$ cat src/rtl/timer_pkg.sv
// Shared definitions for the reload timer: register offsets, TCON bit layout
// and a helper that maps a bus word index onto a register select.
package timer_pkg;

  localparam logic [3:0] OFF_TH   = 4'h0;
  localparam logic [3:0] OFF_TL   = 4'h4;
  localparam logic [3:0] OFF_TCON = 4'h8;
  localparam logic [3:0] OFF_PSC  = 4'hC;

  localparam int TCON_EN      = 0;
  localparam int TCON_IE      = 1;
  localparam int TCON_IS      = 2;
  localparam int TCON_ONESHOT = 3;

  typedef enum logic [1:0] {
    REG_TH,
    REG_TL,
    REG_TCON,
    REG_PSC
  } reg_sel_e;

  // Word index is addr[3:2]; byte lanes within a word are ignored.
  function automatic reg_sel_e decode_offset(input logic [1:0] word_idx);
    logic [3:0] aligned;
    aligned = {word_idx, 2'b00};
    case (aligned)
      OFF_TH:   return REG_TH;
      OFF_TL:   return REG_TL;
      OFF_TCON: return REG_TCON;
      default:  return REG_PSC;
    endcase
  endfunction

endpackage

$ cat src/rtl/timer_prescaler.sv
// Prescaler: counts 0..psc while enabled and emits a one-cycle tick on the
// terminal count. A bus write to TL or PSC restarts the count at zero.
module timer_prescaler #(
  parameter int PSC_WIDTH = 16
) (
  input  logic                 sysclk,
  input  logic                 reset,
  input  logic                 en,
  input  logic                 clr,
  input  logic [PSC_WIDTH-1:0] psc,
  output logic                 tick
);

  logic [PSC_WIDTH-1:0] r_count;

  // Tick is taken from the pre-edge count so it lines up with the TL update.
  assign tick = en && (r_count == psc);

  // Count advances while enabled; disable, clear or terminal count return it to 0.
  // NOTE: sequential state uses non-blocking (<=) so every flop samples pre-edge values.
  always_ff @(posedge sysclk) begin
    if (reset) begin
      r_count <= '0;
    end else if (clr || !en || tick) begin
      r_count <= '0;
    end else begin
      r_count <= r_count + PSC_WIDTH'(1);
    end
  end

endmodule

$ cat src/rtl/timer_irq_unit.sv
// Memory-mapped reload timer: bus decode, TH/TL/TCON/PSC registers, TL
// counter with reload from TH, and the interrupt status / pulse logic.
module timer_irq_unit
  import timer_pkg::*;
#(
  parameter logic [31:0] BASE_ADDR = 32'h4000_0000,
  parameter int          PSC_WIDTH = 16
) (
  input  logic        sysclk,
  input  logic        reset,
  input  logic [31:0] addr,
  input  logic [31:0] wdata,
  input  logic        memwrite,
  input  logic        memread,
  output logic [31:0] rdata,
  output logic        irqout,
  output logic        irq_pulse
);

  logic [31:0]          r_th;
  logic [31:0]          r_tl;
  logic [3:0]           r_tcon;
  logic [PSC_WIDTH-1:0] r_psc;
  logic                 r_irq_pulse;

  logic     w_hit;
  reg_sel_e w_sel;
  logic     w_wr_th;
  logic     w_wr_tl;
  logic     w_wr_tcon;
  logic     w_wr_psc;
  logic     w_tick;
  logic     w_overflow;
  logic     w_irq_set;
  logic [3:0] w_tcon_next;
  logic     w_unused_addr;

  // Byte-lane bits carry no meaning for word registers.
  assign w_unused_addr = ^addr[1:0];

  assign w_hit     = (addr[31:4] == BASE_ADDR[31:4]);
  assign w_sel     = decode_offset(addr[3:2]);
  assign w_wr_th   = memwrite && w_hit && (w_sel == REG_TH);
  assign w_wr_tl   = memwrite && w_hit && (w_sel == REG_TL);
  assign w_wr_tcon = memwrite && w_hit && (w_sel == REG_TCON);
  assign w_wr_psc  = memwrite && w_hit && (w_sel == REG_PSC);

  timer_prescaler #(
    .PSC_WIDTH(PSC_WIDTH)
  ) u_prescaler (
    .sysclk (sysclk),
    .reset  (reset),
    .en     (r_tcon[TCON_EN]),
    .clr    (w_wr_tl || w_wr_psc),
    .psc    (r_psc),
    .tick   (w_tick)
  );

  assign w_overflow = w_tick && (r_tl == 32'hFFFF_FFFF);
  assign w_irq_set  = w_overflow && r_tcon[TCON_IE];

  // TH/PSC are plain bus registers; TL counts on tick, reloads from the old TH
  // on overflow, and a bus write to TL overrides both.
  always_ff @(posedge sysclk) begin
    if (reset) begin
      r_th  <= '0;
      r_tl  <= '0;
      r_psc <= '0;
    end else begin
      if (w_wr_th) begin
        r_th <= wdata;
      end
      if (w_wr_psc) begin
        r_psc <= wdata[PSC_WIDTH-1:0];
      end
      if (w_wr_tl) begin
        r_tl <= wdata;
      end else if (w_tick) begin
        r_tl <= w_overflow ? r_th : r_tl + 32'd1;
      end
    end
  end

  // Next TCON: bus write (IS is write-0-to-clear), then overflow effects on top.
  // NOTE: start from a full default so no path leaves the value unassigned (no latch).
  always_comb begin
    w_tcon_next = r_tcon;
    if (w_wr_tcon) begin
      w_tcon_next          = wdata[3:0];
      w_tcon_next[TCON_IS] = r_tcon[TCON_IS] & wdata[TCON_IS];
    end
    if (w_irq_set) begin
      w_tcon_next[TCON_IS] = 1'b1;
    end
    if (w_overflow && r_tcon[TCON_ONESHOT]) begin
      w_tcon_next[TCON_EN] = 1'b0;
    end
  end

  // TCON and the registered one-cycle overflow pulse.
  always_ff @(posedge sysclk) begin
    if (reset) begin
      r_tcon      <= '0;
      r_irq_pulse <= 1'b0;
    end else begin
      r_tcon      <= w_tcon_next;
      r_irq_pulse <= w_irq_set;
    end
  end

  // Zero-latency read mux; anything outside the window reads as 0.
  always_comb begin
    rdata = '0;
    if (memread && w_hit) begin
      case (w_sel)
        REG_TH:   rdata = r_th;
        REG_TL:   rdata = r_tl;
        REG_TCON: rdata = {28'd0, r_tcon};
        default:  rdata = 32'(r_psc);
      endcase
    end
  end

  assign irqout    = r_tcon[TCON_IS];
  assign irq_pulse = r_irq_pulse;

endmodule

$ cat config.mk
export PLATFORM = sky130hd
export DESIGN_NAME = timer_irq_unit
export DESIGN_NICKNAME = d
export VERILOG_FILES = /design/src/rtl/timer_pkg.sv /design/src/rtl/timer_prescaler.sv /design/src/rtl/timer_irq_unit.sv
export SDC_FILE = /design/constraint.sdc
export NUM_CORES = 1
export LEC_CHECK = 0
export CORE_MARGIN = 1
export CORE_UTILIZATION = 54
export DETAILED_ROUTE_END_ITERATION = 6
export PLACE_DENSITY = 0.87
export SYNTH_ARGS = -nofsm -noshare
export SYNTH_HDL_FRONTEND = slang
export SYNTH_HIERARCHICAL = 1
export SYNTH_SLANG_ARGS = --single-unit
export TNS_END_PERCENT = 100
$ cat constraint.sdc
create_clock -name sysclk -period 3.6 [get_ports sysclk]
set_input_delay 0.54 -clock sysclk [delete_from_list [all_inputs] [get_ports sysclk]]
set_output_delay 0.54 -clock sysclk [all_outputs]
set_load 0.02 [all_outputs]
==> results of run 1 <==
==> cells in the mapped netlist, types with 4 or more instances <==
| cell type | instances |
|---|---|
| nor2_1 | 136 |
| dfxtp_1 | 101 |
| mux2i_1 | 90 |
| a21oi_1 | 40 |
| nand2_1 | 36 |
| clkbuf_1 | 29 |
| nand3_1 | 29 |
| nand4_1 | 24 |
| xor2_1 | 21 |
| xnor2_1 | 18 |
| nor4_1 | 16 |
| buf_2 | 15 |
| inv_1 | 14 |
| nor3_1 | 13 |
| and4_1 | 11 |
| and3_1 | 10 |
| a211oi_1 | 8 |
| a211o_1 | 7 |
| nor2b_1 | 7 |
| a41oi_1 | 6 |
| mux2_2 | 6 |
| o211ai_1 | 6 |
| or3_1 | 6 |
| nor3b_1 | 5 |
| o21ai_0 | 5 |
| mux4_2 | 4 |
==> worst max-delay path by stage <==
| stage | to | slack (ns) | cells past startpoint |
|---|---|---|---|
| floorplan | r_tl[27]$_SDFFE_PP0P_ | 0.56 | 11 |
| global placement | rdata[8] | 0.39 | 7 |
| detailed placement | rdata[7] | 0.34 | 7 |
| CTS | rdata[7] | 0.33 | 7 |
| global route | rdata[13] | 0.19 | 7 |
| finish | r_tl[10]$_SDFFE_PP0P_ | 0.31 | 11 |
==> power by group <==
part | total, mW | leakage (nW) | internal, mW | switching (mW)
registers | 1.12 | 0.813 | 1.12 | 0.00000000176
logic | 0.137 | 1.86 | 0.0776 | 0.0593
clock network | 0.860 | 0.114 | 0.473 | 0.387
total | 2.11 | 2.78 | 1.67 | 0.446
==> through the flow <==
stage / instance area, um^2 / hold slack [ns] / power [mW] / std cells
finish: 7300 / 0.478 / 2.11 / 935
global route: 7300 / 0.504 / 2.18 / 935
CTS: 7300 / 0.472 / 2.11 / 935
detailed placement: 7060 / 0.458 / 1.28 / 921
global placement: 7060 / 0.446 / 1.28 / 921
floorplan: 6000 / 0.433 / 1.18 / 717
==> critical path, cell delays in order, from the launching register on <==
cell and delay, ns:
dfxtp_1 0.36, xor2_1 0.19, nor4_1 0.32, nand2_1 0.19
nor4_2 0.48, nand3_1 0.19, nor3_2 0.21, buf_4 0.19
and4_1 0.52, a21oi_2 0.10, or3_1 0.37, a21oi_2 0.11
==> state kept, by name, summed over array words and instances (netlist names) <==
| signal | flops |
|---|---|
| r_tl | 32 |
| r_psc | 16 |
| r_th | 32 |
| r_tcon | 4 |
| u_prescaler/r_count | 16 |
| irq_pulse | 1 |
==> area by class of cell <==
class	count	area (um^2)	share of cell area (%)
Tap cell	140	175	2.40
Clock inverter	4	97.6	1.34
Multi-Input combinational cell	551	3700	50.7
Sequential cell	101	2020	27.7
Timing Repair Buffer	115	1110	15.3
Inverter	14	52.6	0.720
Clock buffer	10	138	1.89
==> kinds of logic after synthesis <==
logic type / after synthesis
and+or+nand+nor: 314
AOI/OAI and AO/OA: 96
xor gates and xnor gates: 39
buffers and inverters: 65
DFF: 101
muxes: 100
adders and majority gates: 2
==> per-layer routing <==
metal	wire (um)	share of wire [%]	GRT usage, %	vias up
met3	1390	8.4	5.57	51
met1	6920	42	37.5	2779
met2	7870	47	47.9	323
met5	0	0	0	-
met4	449	2.7	13.3	0
li1	-	-	-	2716
==> cell usage in the layout, fill, tap and decap left out, types with 7 or more instances in the layout <==
master	n
dfxtp_1	101
inv_1	14
nor4_1	15
clkdlybuf4s50_1	97
a21oi_1	40
nand2_1	36
mux2i_1	90
clkbuf_8	10
buf_4	15
and4_1	11
nand3_1	29
xnor2_1	18
a211o_1	7
nor2b_1	7
nand4_1	24
a211oi_1	8
and3_1	10
xor2_1	21
nor2_1	136
nor3_1	13
==> impl_metrics.py, run 1 <==
metrics = {
    "outcome": {
        "status": "completed",
    },
    "timing": {
        "rsz0062_at_grt": "false",
        "slew_headroom_pct": 40.2,
        "max_freq_mhz": 304,
        "slew_viol_final": 0,
        "finalClockSkew_ns": 0.0117,
        "setup_violations": 0,
        "finalCritPeriodShare_pct": 91.5,
        "min_period_ns": 3.29,
        "worst_slack_ns": 0.307,
        "tightest_slew_ns": 0.894,
        "tns_ns": 0,
        "hold_viol": 0,
    },
    "flow_run": {
        "drv_cap": 0,
    },
    "clock_tree": {
        "htreeDepth": 3,
        "hold_buffers": 0,
        "clkLatencyLatePin_ns": 0.38,
        "cts_sinks": 101,
        "clockRootBuffer": "clkbuf_8",
        "clockBufferDepth": 2,
        "tritoncts": "built",
        "cts_resized": 0,
        "cts.clk_slew.worst_paths_ns": 0.10,
        "postCtsSetupBuffers": 0,
        "numCtsBuffers": 9,
    },
    "worst_setup_path": {
        "worstSetupEndpointType": "flip-flop",
        "cp.required_ns": 3.91,
        "ff2ff_path_depth": 11,
        "r2r-start": "u_prescaler/r_count[7]$_SDFF_PP0_",
        "cp-start-kind": "flip-flop",
        "cp.arrival_ns": 3.60,
        "critPathMaxFanout": 10,
        "critical_path_class": "flip-flop to flip-flop",
        "timing.rr.end": "r_tl[10]$_SDFFE_PP0P_",
        "worst-r2r-setup-slack_ns": 0.31,
        "crit_start": "u_prescaler/r_count[7]$_SDFF_PP0_",
    },
    "yosys": {
        "synth_compound_area_share_pct": 11.1,
        "synthMuxAreaShare_pct": 17.6,
        "syn_nets": 787,
        "synth.avg_cell_area_um2": 8.37,
        "synth_fa_ha_area_share_pct": 0.417,
        "ys_types": 60,
        "yosysSeqAreaShare_pct": 33.7,
        "ys.flop_type": "dfxtp_1",
        "syn-cell-area_um2": 6000,
        "synthDominantCellAreaShare_pct": 33.7,
        "synth_xor_area_share_pct": 5.69,
        "synth-seq-cells": 101,
        "synth-edff-count": 0,
        "synth_warnings": 6,
        "syn_inst": 717,
        "synth_top_family_by_area": "simple AND/OR/NAND/NOR gates",
        "synthArstFlopShare_pct": 0,
        "synth_area_leaders": "dfxtp_1, mux2i_1, nor2_1",
        "synth_top_cell_by_area": "dfxtp_1",
        "synthSimpleGateAreaFrac_pct": 26.7,
    },
    "floorplan": {
        "dieArea_um2": 11500,
        "rows": 38,
        "die_w_um": 107,
        "initial_core_util_pct": 55.4,
        "core_area_um2": 10800,
        "die_y_um": 107,
        "ioPinCount": 102,
    },
    "final_layout": {
        "fin_util_pct": 67.3,
        "synthToLayoutAreaGrowth_pct": 21.6,
        "drive_above_1_share_pct": 7.67,
        "nFillCells": 845,
        "antenna_cells": 0,
        "fin_nets": 862,
    },
    "min_path": {
        "min_from": "r_tcon[3]$_SDFFE_PP0P_",
        "hold_depth": 1,
        "whs_endpoint": "r_tcon[0]$_SDFFE_PP0P_",
        "hold_class": "flip-flop to flip-flop",
    },
    "power": {
        "leakage_nw": 2.78,
        "power.density_nw_per_um2": 289,
        "max-vdd-ir-drop_mv": 0.267,
    },
    "drt": {
        "via_per_inst": 6.28,
        "drt_iter0_drc": 497,
        "drt_wl_total_um": 16600,
        "drcViolationCount": 0,
        "dr.pass1.iters": 5,
        "wl_per_cell_um": 17.8,
        "vias": 5869,
        "detail-route-antenna-nets": 0,
    },
    "global_route": {
        "grtUsageTotal_pct": 29.3,
        "antenna_found_initial": 0,
        "grt_pass1_wl_um": 26700,
        "grt_max_degree": 52,
        "grt_pass1_vias": 5502,
        "grt.overflow.total": 0,
    },
    "place": {
        "preCtsSetupSlack_ns": 0.338,
        "place_hpwl_um": 11800,
        "io_buffers": 99,
        "routabilityCongestion": 0.921,
    },
}
Note: power is estimated with default switching activity, not from simulation.
==> run 2, diff against run 1 <==
--- a/config.mk
+++ b/config.mk
@@ -11,6 +11,5 @@
 export PLACE_DENSITY = 0.87
 export SYNTH_ARGS = -nofsm -noshare
 export SYNTH_HDL_FRONTEND = slang
-export SYNTH_HIERARCHICAL = 1
 export SYNTH_SLANG_ARGS = --single-unit
 export TNS_END_PERCENT = 100
==> run 2 against run 1 <==
Die area fell by 2.7%. Final cell count grew 0.11%. Via count fell by 0.97%. Clock power shrank 12%. Global-route usage is 1.1 points higher. First-iteration DRC count is 3.0% higher. Largest cell class unchanged. Register-to-register slack gained 0.62 ns. Sequential share of layout area up 0.80 points. Critical path depth shrank 3. Combinational power is essentially flat. Sequential power about the same.
==> impl_metrics.py, run 2 <==
metrics = {
    "yosys": {
        "synth_common_cells": "nor2_1, dfxtp_1, mux2i_1, nand2_1, a21oi_1",
        "synthDominantCellAreaShare_pct": 34.6,
        "synth.avg_cell_area_um2": 8.15,
        "synth_top_cell_by_area": "dfxtp_1",
        "synth_area_leaders": "dfxtp_1, mux2i_1, nor2_1",
        "synthArstFlopShare_pct": 0,
        "synth-seq-cells": 101,
        "syn_inst": 716,
        "synth-edff-count": 0,
        "yosysSeqAreaShare_pct": 34.6,
        "yosysMostFrequentCell": "nor2_1",
        "syn_nets": 786,
        "synth_warnings": 0,
        "ys.flop_type": "dfxtp_1",
        "ys_types": 66,
        "syn-cell-area_um2": 5840,
    },
    "min_path": {
        "min_from": "r_tcon[1]$_SDFFE_PP0P_",
        "whs_endpoint": "irq_pulse$_SDFF_PP0_",
        "hold_depth": 2,
        "hold_class": "flip-flop to flip-flop",
    },
    "power": {
        "leakage_nw": 2.81,
        "power.density_nw_per_um2": 285,
        "max-vdd-ir-drop_mv": 0.234,
    },
    "final_layout": {
        "drive_above_1_share_pct": 7.25,
        "nFillCells": 844,
        "synthToLayoutAreaGrowth_pct": 21.5,
        "antenna_cells": 0,
        "top_regs": "r_th (32), r_tl (32)",
        "final_common_cell": "nor2_1",
        "fin_nets": 865,
        "final_cell_mix": "nor2_1, dfxtp_1, clkdlybuf4s50_1",
        "layoutNonFillerInstCount": 936,
    },
    "floorplan": {
        "die_y_um": 106,
        "core_area_um2": 10400,
        "ioPinCount": 102,
        "die_w_um": 106,
        "initial_core_util_pct": 56.0,
        "rows": 37,
        "dieArea_um2": 11200,
    },
    "drt": {
        "drt_wl_total_um": 16800,
        "detail-route-antenna-nets": 0,
        "dr.pass1.iters": 7,
        "drcViolationCount": 0,
        "via_per_inst": 6.21,
        "drt_iter0_drc": 512,
        "vias": 5812,
        "wl_per_cell_um": 17.9,
    },
    "clock_tree": {
        "clockBufferDepth": 2,
        "cts_sinks": 101,
        "htreeDepth": 3,
        "postCtsSetupBuffers": 0,
        "clkLatencyLatePin_ns": 0.37,
        "tritoncts": "built",
        "numCtsBuffers": 9,
        "clockRootBuffer": "clkbuf_8",
        "cts.clk_slew.worst_paths_ns": 0.10,
    },
    "timing": {
        "holdWs_ns": 0.490,
        "slew_headroom_pct": 39.5,
        "max_freq_mhz": 308,
        "tightest_slew_ns": 0.899,
        "setup_violations": 0,
        "slew_viol_final": 0,
        "finalClockSkew_ns": 0.0147,
        "min_period_ns": 3.25,
        "tns_ns": 0,
        "finalCritPeriodShare_pct": 90.2,
        "rsz0062_at_grt": "false",
        "hold_viol": 0,
    },
    "place": {
        "io_buffers": 99,
        "place_inst": 920,
        "place_hpwl_um": 12100,
        "routabilityCongestion": 0.878,
    },
    "worst_setup_path": {
        "cp-start-kind": "primary input",
        "worstSetupEndpointType": "output pin",
        "ff2ff_path_depth": 8,
        "worstPathCellList": "clkdlybuf4s50_1 > nor4_1 > nand3_1 > nor2_1 > nand2_1 > or2_4 > nor2_1 > clkdlybuf4s50_1",
        "cpPeakStageDelay_ns": 0.61,
        "timing.rr.end": "r_tl[9]$_SDFFE_PP0P_",
        "critPathMaxFanout": 16,
        "cp.required_ns": 3.06,
        "cp.arrival_ns": 2.71,
        "worst-r2r-setup-slack_ns": 0.93,
        "critical_path_class": "primary input to output pin",
        "r2r-start": "r_psc[13]$_SDFFE_PP0P_",
        "cp_slowest_cell": "clkdlybuf4s50_1",
        "worstPathBufferInverterCount": 2,
        "path_delay_family": "simple AND/OR/NAND/NOR gates",
    },
    "global_route": {
        "grtUsageTotal_pct": 30.4,
        "grt_max_degree": 79,
        "grt_pass1_wl_um": 27600,
        "grt.overflow.total": 0,
        "grt_pass1_vias": 5600,
        "antenna_found_initial": 0,
    },
    "flow_run": {
        "drv_cap": 0,
    },
    "outcome": {
        "status": "completed",
    },
}
run 2: cell families (layout without fill, tap and decap cells):
logic type,count (synthesis),after routing,share of synthesized area [%]
xor gates and xnor gates,33,33,4.95
buffers and inverters,58,142,4.65
AOI/OAI and AO/OA,117,117,13.0
DFF,101,101,34.6
muxes,86,86,15.6
adders and majority gates,2,2,0.429
and+or+nand+nor,319,319,26.7
run 2: through the flow:
step / instance area (um^2) / util (%) / setup WS, ns / total power, mW
global placement: 6890 / 66.1 / 0.252 / 1.28
finish: 7090 / 68.1 / 0.354 / 2.02
global route: 7090 / 68.1 / 0.101 / 2.07
floorplan: 5840 / - / 0.969 / 1.19
CTS: 7090 / 68.1 / 0.209 / 2.02
detailed placement: 6890 / 66.1 / 0.216 / 1.28
run 2: repair_timing:
item | in CTS | in global routing
hold buffers | 0 | 0
resized for setup | 0 | 1
endpoints found under the hold margin | 0 | 0
endpoints found under the setup margin | 0 | 11
run 2: worst max path at each step:
| stage | slack (ns) | depth (start not counted) | start | end |
|---|---|---|---|---|
| after floorplan | 0.97 | 5 | addr[2] | rdata[21] |
| after global placement | 0.25 | 8 | addr[13] | rdata[26] |
| after detailed placement | 0.22 | 8 | addr[13] | rdata[17] |
| after CTS | 0.21 | 8 | addr[13] | rdata[19] |
| after global routing | 0.10 | 8 | addr[20] | rdata[27] |
| final | 0.35 | 8 | addr[27] | rdata[18] |
run 2: cell type report:
class	count	area [um^2]	share of cell area (%)
flip-flops and latches	101	2020	28.5
clock buffers	9	124	1.75
repair buffers	116	1110	15.6
clock inverters	7	80.1	1.13
inverters	10	37.5	0.529
well taps	136	170	2.40
multi-input cells	557	3550	50.1
run 2: where the power goes:
| group | internal [mW] | total (mW) | switching (mW) |
|---|---|---|---|
| combinational | 0.0773 | 0.140 | 0.0629 |
| sequential | 1.12 | 1.12 | 0.00260 |
| clock | 0.332 | 0.759 | 0.427 |
| total | 1.53 | 2.02 | 0.493 |
run 2: layer usage:
layer  up-vias  part of all wire [%]  track usage [%]
met4         0                   2.7             12.7
met1      2748                    41             40.0
li1       2706                     -                -
met5         -                     0                0
met3        40                   8.3             4.11
met2       318                    48             50.2
run 2: tightest hold or removal path, stage by stage (launching register included):
cell     delay (ns)
dfxtp_1        0.33
nand2_1        0.08
nor2_1         0.04
